[config.mk]
export PLATFORM = sky130hd
export DESIGN_NAME = irq_ctrl_wb_flat
export DESIGN_NICKNAME = d
export VERILOG_FILES = /design/src/rtl/irq_ctrl_wb_pkg.sv /design/src/rtl/irq_ctrl_wb_if.sv /design/src/rtl/irq_prio_enc.sv /design/src/rtl/irq_ctrl_wb.sv /design/src/flat_wrapper.sv
export SDC_FILE = /design/constraint.sdc
export NUM_CORES = 1
export LEC_CHECK = 0
export CORE_ASPECT_RATIO = 1.1
export CORE_MARGIN = 2
export CORE_UTILIZATION = 46
export DETAILED_ROUTE_END_ITERATION = 6
export GPL_TIMING_DRIVEN = 0
export PLACE_DENSITY = 0.88
export REMOVE_ABC_BUFFERS = 1
export SKIP_CTS_REPAIR_TIMING = 1
export SYNTH_ARGS = -nofsm -noshare
export SYNTH_HDL_FRONTEND = slang
export SYNTH_HIERARCHICAL = 1
export SYNTH_SLANG_ARGS = --single-unit
[constraint.sdc]
create_clock -name clk -period 2.4 [get_ports clk]
set_input_delay 0.6 -clock clk [delete_from_list [all_inputs] [get_ports clk]]
set_output_delay 0.6 -clock clk [all_outputs]
set_load 0.01 [all_outputs]
[src/rtl/irq_ctrl_wb_pkg.sv]
// Shared constants for the Wishbone interrupt controller: register map and CLAIM layout.
package irq_ctrl_wb_pkg;

  localparam logic [2:0] IRQ_REG_STATUS  = 3'd0;
  localparam logic [2:0] IRQ_REG_ENABLE  = 3'd1;
  localparam logic [2:0] IRQ_REG_PENDING = 3'd2;
  localparam logic [2:0] IRQ_REG_CLAIM   = 3'd3;
  localparam logic [2:0] IRQ_REG_MODE    = 3'd4;

  localparam int unsigned IRQ_CLAIM_VALID_BIT = 31;
  localparam int unsigned IRQ_CLAIM_ID_W      = 5;

  function automatic logic [31:0] pack_claim(input logic                      valid,
                                             input logic [IRQ_CLAIM_ID_W-1:0] id);
    logic [31:0] word;
    word                      = '0;
    word[IRQ_CLAIM_VALID_BIT] = valid;
    word[IRQ_CLAIM_ID_W-1:0]  = id;
    return word;
  endfunction

endpackage

[src/rtl/irq_ctrl_wb_if.sv]
// Wishbone-style register bus between the CPU side (master) and the interrupt controller (slave).
interface irq_ctrl_wb_if;
  logic [2:0]  wb_addr;
  logic [31:0] wb_rdata;
  logic [31:0] wb_wdata;
  logic        wb_we;
  logic        wb_cyc;
  logic        wb_ack;

  modport master (
    output wb_addr, wb_wdata, wb_we, wb_cyc,
    input  wb_rdata, wb_ack
  );

  modport slave (
    input  wb_addr, wb_wdata, wb_we, wb_cyc,
    output wb_rdata, wb_ack
  );
endinterface

[src/rtl/irq_prio_enc.sv]
// Lowest-index-first priority encoder; id is 0 when nothing is requested.
module irq_prio_enc
  import irq_ctrl_wb_pkg::*;
#(
  parameter int unsigned N_SRC = 8
) (
  input  logic [N_SRC-1:0]          i_req,
  output logic                      o_valid,
  output logic [IRQ_CLAIM_ID_W-1:0] o_id
);

  // Scan downwards so the lowest set index is the last to assign.
  always_comb begin
    o_valid = 1'b0;
    o_id    = '0;
    for (int i = N_SRC - 1; i >= 0; i--) begin
      if (i_req[i]) begin
        o_valid = 1'b1;
        o_id    = IRQ_CLAIM_ID_W'(i);
      end
    end
  end

endmodule

[src/rtl/irq_ctrl_wb.sv]
// Event latching interrupt controller on a Wishbone register bus.
// Define IRQ_CTRL_EDGE_MODE_EN to add the MODE register and per-source edge detection.
module irq_ctrl_wb
  import irq_ctrl_wb_pkg::*;
#(
  parameter int unsigned N_SRC = 8
) (
  input  logic             clk,
  input  logic             rst,
  irq_ctrl_wb_if.slave     bus,
  input  logic [N_SRC-1:0] ev_in,
  output logic             irq
);

  // Registers are kept 32 wide; bits at or above N_SRC are forced to 0 and trimmed by synthesis.
  localparam logic [31:0] SrcMask = 32'hFFFF_FFFF >> (32 - N_SRC);

  logic        r_ack;
  logic [31:0] r_rdata;
  logic        r_wr_stb;
  logic [2:0]  r_wr_addr;
  logic [31:0] r_wr_data;
  logic [31:0] r_ev_q;
  logic [31:0] r_enable;
  logic [31:0] r_pending;
  logic        r_irq;

  logic [31:0]               w_ev_in;
  logic [31:0]               w_rdata;
  logic [31:0]               w_enable_d;
  logic [31:0]               w_pending_d;
  logic [31:0]               w_clr;
  logic [31:0]               w_set;
  logic [31:0]               w_active;
  logic                      w_claim_valid;
  logic [IRQ_CLAIM_ID_W-1:0] w_claim_id;

  assign w_ev_in      = 32'(ev_in);
  assign w_active     = r_pending & r_enable;
  assign bus.wb_ack   = r_ack;
  assign bus.wb_rdata = r_rdata;
  assign irq          = r_irq;

  irq_prio_enc #(
    .N_SRC (N_SRC)
  ) u_prio_enc (
    .i_req   (w_active[N_SRC-1:0]),
    .o_valid (w_claim_valid),
    .o_id    (w_claim_id)
  );

`ifdef IRQ_CTRL_EDGE_MODE_EN
  logic [31:0] r_ev_d;
  logic [31:0] r_mode;

  always_ff @(posedge clk) begin
    if (rst) begin
      r_ev_d <= '0;
      r_mode <= '0;
    end else begin
      r_ev_d <= r_ev_q;
      if (r_wr_stb && (r_wr_addr == IRQ_REG_MODE)) begin
        r_mode <= r_wr_data & SrcMask;
      end
    end
  end

  assign w_set = (r_ev_q & ~r_mode) | (r_ev_q & ~r_ev_d & r_mode);
`else
  assign w_set = r_ev_q;
`endif

  always_comb begin
    w_rdata = '0;
    case (bus.wb_addr)
      IRQ_REG_STATUS:  w_rdata = r_ev_q;
      IRQ_REG_ENABLE:  w_rdata = r_enable;
      IRQ_REG_PENDING: w_rdata = r_pending;
      IRQ_REG_CLAIM:   w_rdata = pack_claim(w_claim_valid, w_claim_id);
`ifdef IRQ_CTRL_EDGE_MODE_EN
      IRQ_REG_MODE:    w_rdata = r_mode;
`else
      IRQ_REG_MODE:    w_rdata = '0;
`endif
      default:         w_rdata = '0;
    endcase
  end

  // A set condition in the same cycle as a W1C wins.
  always_comb begin
    w_enable_d = r_enable;
    w_clr      = '0;
    if (r_wr_stb && (r_wr_addr == IRQ_REG_ENABLE)) begin
      w_enable_d = r_wr_data & SrcMask;
    end
    if (r_wr_stb && (r_wr_addr == IRQ_REG_PENDING)) begin
      w_clr = r_wr_data;
    end
    w_pending_d = ((r_pending & ~w_clr) | w_set) & SrcMask;
  end

  always_ff @(posedge clk) begin
    if (rst) begin
      r_ack     <= 1'b0;
      r_rdata   <= '0;
      r_wr_stb  <= 1'b0;
      r_wr_addr <= '0;
      r_wr_data <= '0;
      r_ev_q    <= '0;
      r_enable  <= '0;
      r_pending <= '0;
      r_irq     <= 1'b0;
    end else begin
      r_ack     <= bus.wb_cyc & ~r_ack;
      r_rdata   <= (bus.wb_cyc && !r_ack) ? w_rdata : '0;
      r_wr_stb  <= bus.wb_cyc & bus.wb_we & ~r_ack;
      r_wr_addr <= bus.wb_addr;
      r_wr_data <= bus.wb_wdata;
      r_ev_q    <= w_ev_in;
      r_enable  <= w_enable_d;
      r_pending <= w_pending_d;
      r_irq     <= |w_active;
    end
  end

endmodule
[src/flat_wrapper.sv]
// flat-port wrapper written by rule: the top's interface ports become plain ports
module irq_ctrl_wb_flat import irq_ctrl_wb_pkg::*;
#(
  parameter int unsigned N_SRC = 8
)
  (clk, rst, ev_in, irq, bus_wb_addr, bus_wb_wdata, bus_wb_we, bus_wb_cyc, bus_wb_rdata, bus_wb_ack);
  irq_ctrl_wb_if bus_i ();
  input  logic clk;
  input  logic rst;
  input  logic [N_SRC-1:0] ev_in;
  output logic irq;
  input wire logic [$bits(bus_i.wb_addr)-1:0] bus_wb_addr;
  input wire logic [$bits(bus_i.wb_wdata)-1:0] bus_wb_wdata;
  input wire logic [$bits(bus_i.wb_we)-1:0] bus_wb_we;
  input wire logic [$bits(bus_i.wb_cyc)-1:0] bus_wb_cyc;
  output wire logic [$bits(bus_i.wb_rdata)-1:0] bus_wb_rdata;
  output wire logic [$bits(bus_i.wb_ack)-1:0] bus_wb_ack;
  assign bus_i.wb_addr = bus_wb_addr;
  assign bus_i.wb_wdata = bus_wb_wdata;
  assign bus_i.wb_we = bus_wb_we;
  assign bus_i.wb_cyc = bus_wb_cyc;
  assign bus_wb_rdata = bus_i.wb_rdata;
  assign bus_wb_ack = bus_i.wb_ack;
  irq_ctrl_wb #(.N_SRC(N_SRC)) u_core (.clk(clk), .rst(rst), .bus(bus_i), .ev_in(ev_in), .irq(irq));
endmodule
==> impl_metrics.toml <==
[status]
status = "finished clean"

[pwr]
power.leakage_nw = 0.895
power_density_mw_per_mm2 = 611
p_total_mw = 1.42
ir_worst_vdd_v = 0.000288

[worst_hold_path]
hp-start = "u_core/r_wr_data[3]"
hold_end = "u_core/r_pending[3]"
min_path_cells = 1
worstHoldPathType = "flop to flop"

[clock_network]
clkTransAtPathRegs_ps = 80
cts_sinks = 47
clock_latency_ps = 290
clock_path_buffers = 2
clockRootBuffer = "clkbuf_8"
tritoncts = "built"
numCtsBuffers = 5
htreeDepth = 2

[yosys]
async_flop_share_pct = 0
synth_cells = 199
avgSynthCellArea_um2 = 10.1
synthesis.area_mm2 = 0.00200
synth_cell_types = 30
synthFlopType = "dfxtp_1"
synth_edf_count = 0
ys_seq_elements = 47
ys.warnings.count = 6
ys_seq_area_share_pct = 46.9

[setup_path]
reg2reg_from = "u_core/r_pending[7]"
startpoint_type = "primary input"
worstPathCellList = "clkdlybuf4s50_1 > nor2_1 > a221oi_1 > a211oi_2"
critPathMaxFanout = 15
r2r_end = "u_core/bus.wb_rdata[1]"
crit_start = "bus_wb_addr[0]"
critical-path-slowest-cell = "clkdlybuf4s50_1"
slowest_delay_ps = 920
rrSetupSlack_ps = 890
crit_required_ps = 2550
worstRegToRegCells = 5
cp.arrival_ps = 2170
worstSetupPathType = "primary input to flop"
crit_path_end_kind = "flop"

[final_layout]
fillers = 391
layout_common_cells = "dfxtp_1, clkdlybuf4s50_1, nor2_1, conb_1, nor2b_1"
area_delta_synth_final_pct = 16.2
drive_gt1_share_pct = 7.89
antenna_cells = 0
fin_cells = 282
nets = 275
final_area_mm2 = 0.00233
final_common_cell = "dfxtp_1"

[sta]
hold_violations = 0
setup_viol = 0
setup_ws_ps = 379
worstMarginPinSlew_ps = 702
period_share_pct = 84.2
fin_worst_skew_ps = 5.05
whs_ps = 446
slew_violations = 0
slew_headroom_pct = 53.0
finalCriticalPeriod_ps = 2020
max_freq_ghz = 0.495
rsz0062_at_grt = "no"

[global_routing]
gr-usage-met3_pct = 5.71
use_met1_pct = 18.6
gr-usage-met2_pct = 23.6
grt_max_degree = 38
grt_remaining_overflow = 0
antenna_found_initial = 0
grt_pass1_vias = 1160
top_usage_layer = "met2"
grtUsageTotal_pct = 15.1
grt_first_pass_wirelength_um = 5350

[route]
wl_um = 3310
vias = 1335
drt_pre_antenna_iters = 4
drt_first_iter_violations = 49
routedWlPerCell_um = 11.7
final_antenna_net_count = 0
via_per_inst = 4.73
drc = 0

[die]
die_y_um = 73.2
initial_core_util_pct = 47.1
die-area_mm2 = 0.00490
rows = 25
core_area_mm2 = 0.00425
io_pins = 81
die_x_um = 66.9

[placement]
hpwl_um = 2320
place.gp.congestion = 0.737
place_area_mm2 = 0.00225
dp.cells = 275
place_ws_ps = -498
io_buffers = 33

[flow_run]
max_cap_violations = 0
through the flow:
step                      util [%]  TNS, ps
after detailed placement      52.8    -3850
after floorplan                  -        0
after CTS                     54.9    -1120
final                         54.8        0
after global routing          54.8        0
after global placement        52.5    -3150
critical path: cells and delay by family:
family | cells | cell delay (ps)
buffers and inverters | 1 | 920
AO/OA/AOI/OAI | 2 | 440
AND/OR/NAND/NOR | 1 | 200
cell type report:
type,instances,area (um2),area share [%]
multi-input cells,131,867,37.2
inverters,9,33.8,1.45
clock buffers,6,82.6,3.54
repair buffers,34,333,14.3
clock inverters,1,5.00,0.215
well taps,54,67.6,2.90
flip-flops and latches,47,941,40.4
worst max path at each step:
stage / slack, ps / cells after the start / endpoint
floorplan: 1000 / 5 / u_core/bus.wb_rdata[1]
global placement: -420 / 4 / u_core/bus.wb_rdata[0]
detailed placement: -500 / 4 / u_core/bus.wb_rdata[3]
CTS: -200 / 4 / u_core/bus.wb_rdata[0]
global route: 270 / 4 / u_core/bus.wb_rdata[3]
finish: 380 / 4 / u_core/bus.wb_rdata[0]
synth_stat cells, drive strengths merged (2+ instances only):
| cell | number | area [um2] |
|---|---|---|
| nor2 | 25 | 93.8 |
| a2bb2oi | 3 | 26.3 |
| a221oi | 3 | 26.3 |
| mux4 | 2 | 45.0 |
| mux2i | 14 | 140 |
| dfxtp | 47 | 941 |
| inv | 9 | 33.8 |
| buf | 32 | 244 |
| conb | 2 | 7.51 |
| nor4 | 3 | 25.0 |
| a211oi | 4 | 45.1 |
| nor2b | 24 | 150 |
| clkbuf | 3 | 11.3 |
| and2 | 9 | 56.3 |
| a311oi | 8 | 70.1 |
cell families (layout without fill, tap and decap cells):
family / count (synthesis) / count (layout) / share of synthesized area (%)
other: 2 / 25 / 0.375
AO/OA/AOI/OAI: 23 / 23 / 9.99
multiplexers: 16 / 16 / 9.24
buffers and inverters: 44 / 50 / 14.4
AND/OR/NAND/NOR: 67 / 67 / 19.0
flip-flops: 47 / 47 / 46.9
routing by layer:
layer  routed length (um)  part of all wire, %
met5                    0                    0
met4                   65                  2.0
met3                  189                  5.7
met2                 1600                   48
met1                 1450                   44
registers in the layout (all words and copies together), names as in the netlist:
| register | flops |
|---|---|
| u_core/irq | 1 |
| u_core/r_wr_addr | 3 |
| u_core/bus.wb_rdata | 9 |
| u_core/bus.wb_ack | 1 |
| u_core/r_enable | 8 |
| u_core/r_wr_data | 8 |
| u_core/r_pending | 8 |
| u_core/r_ev_q | 8 |
| u_core/r_wr_stb | 1 |
power by group:
group,internal (mW),switching [mW]
Clock,0.226,0.235
Combinational,0.0699,0.0630
Sequential,0.810,0.0190
Total,1.11,0.317
(Power assumes the default switching activity.)
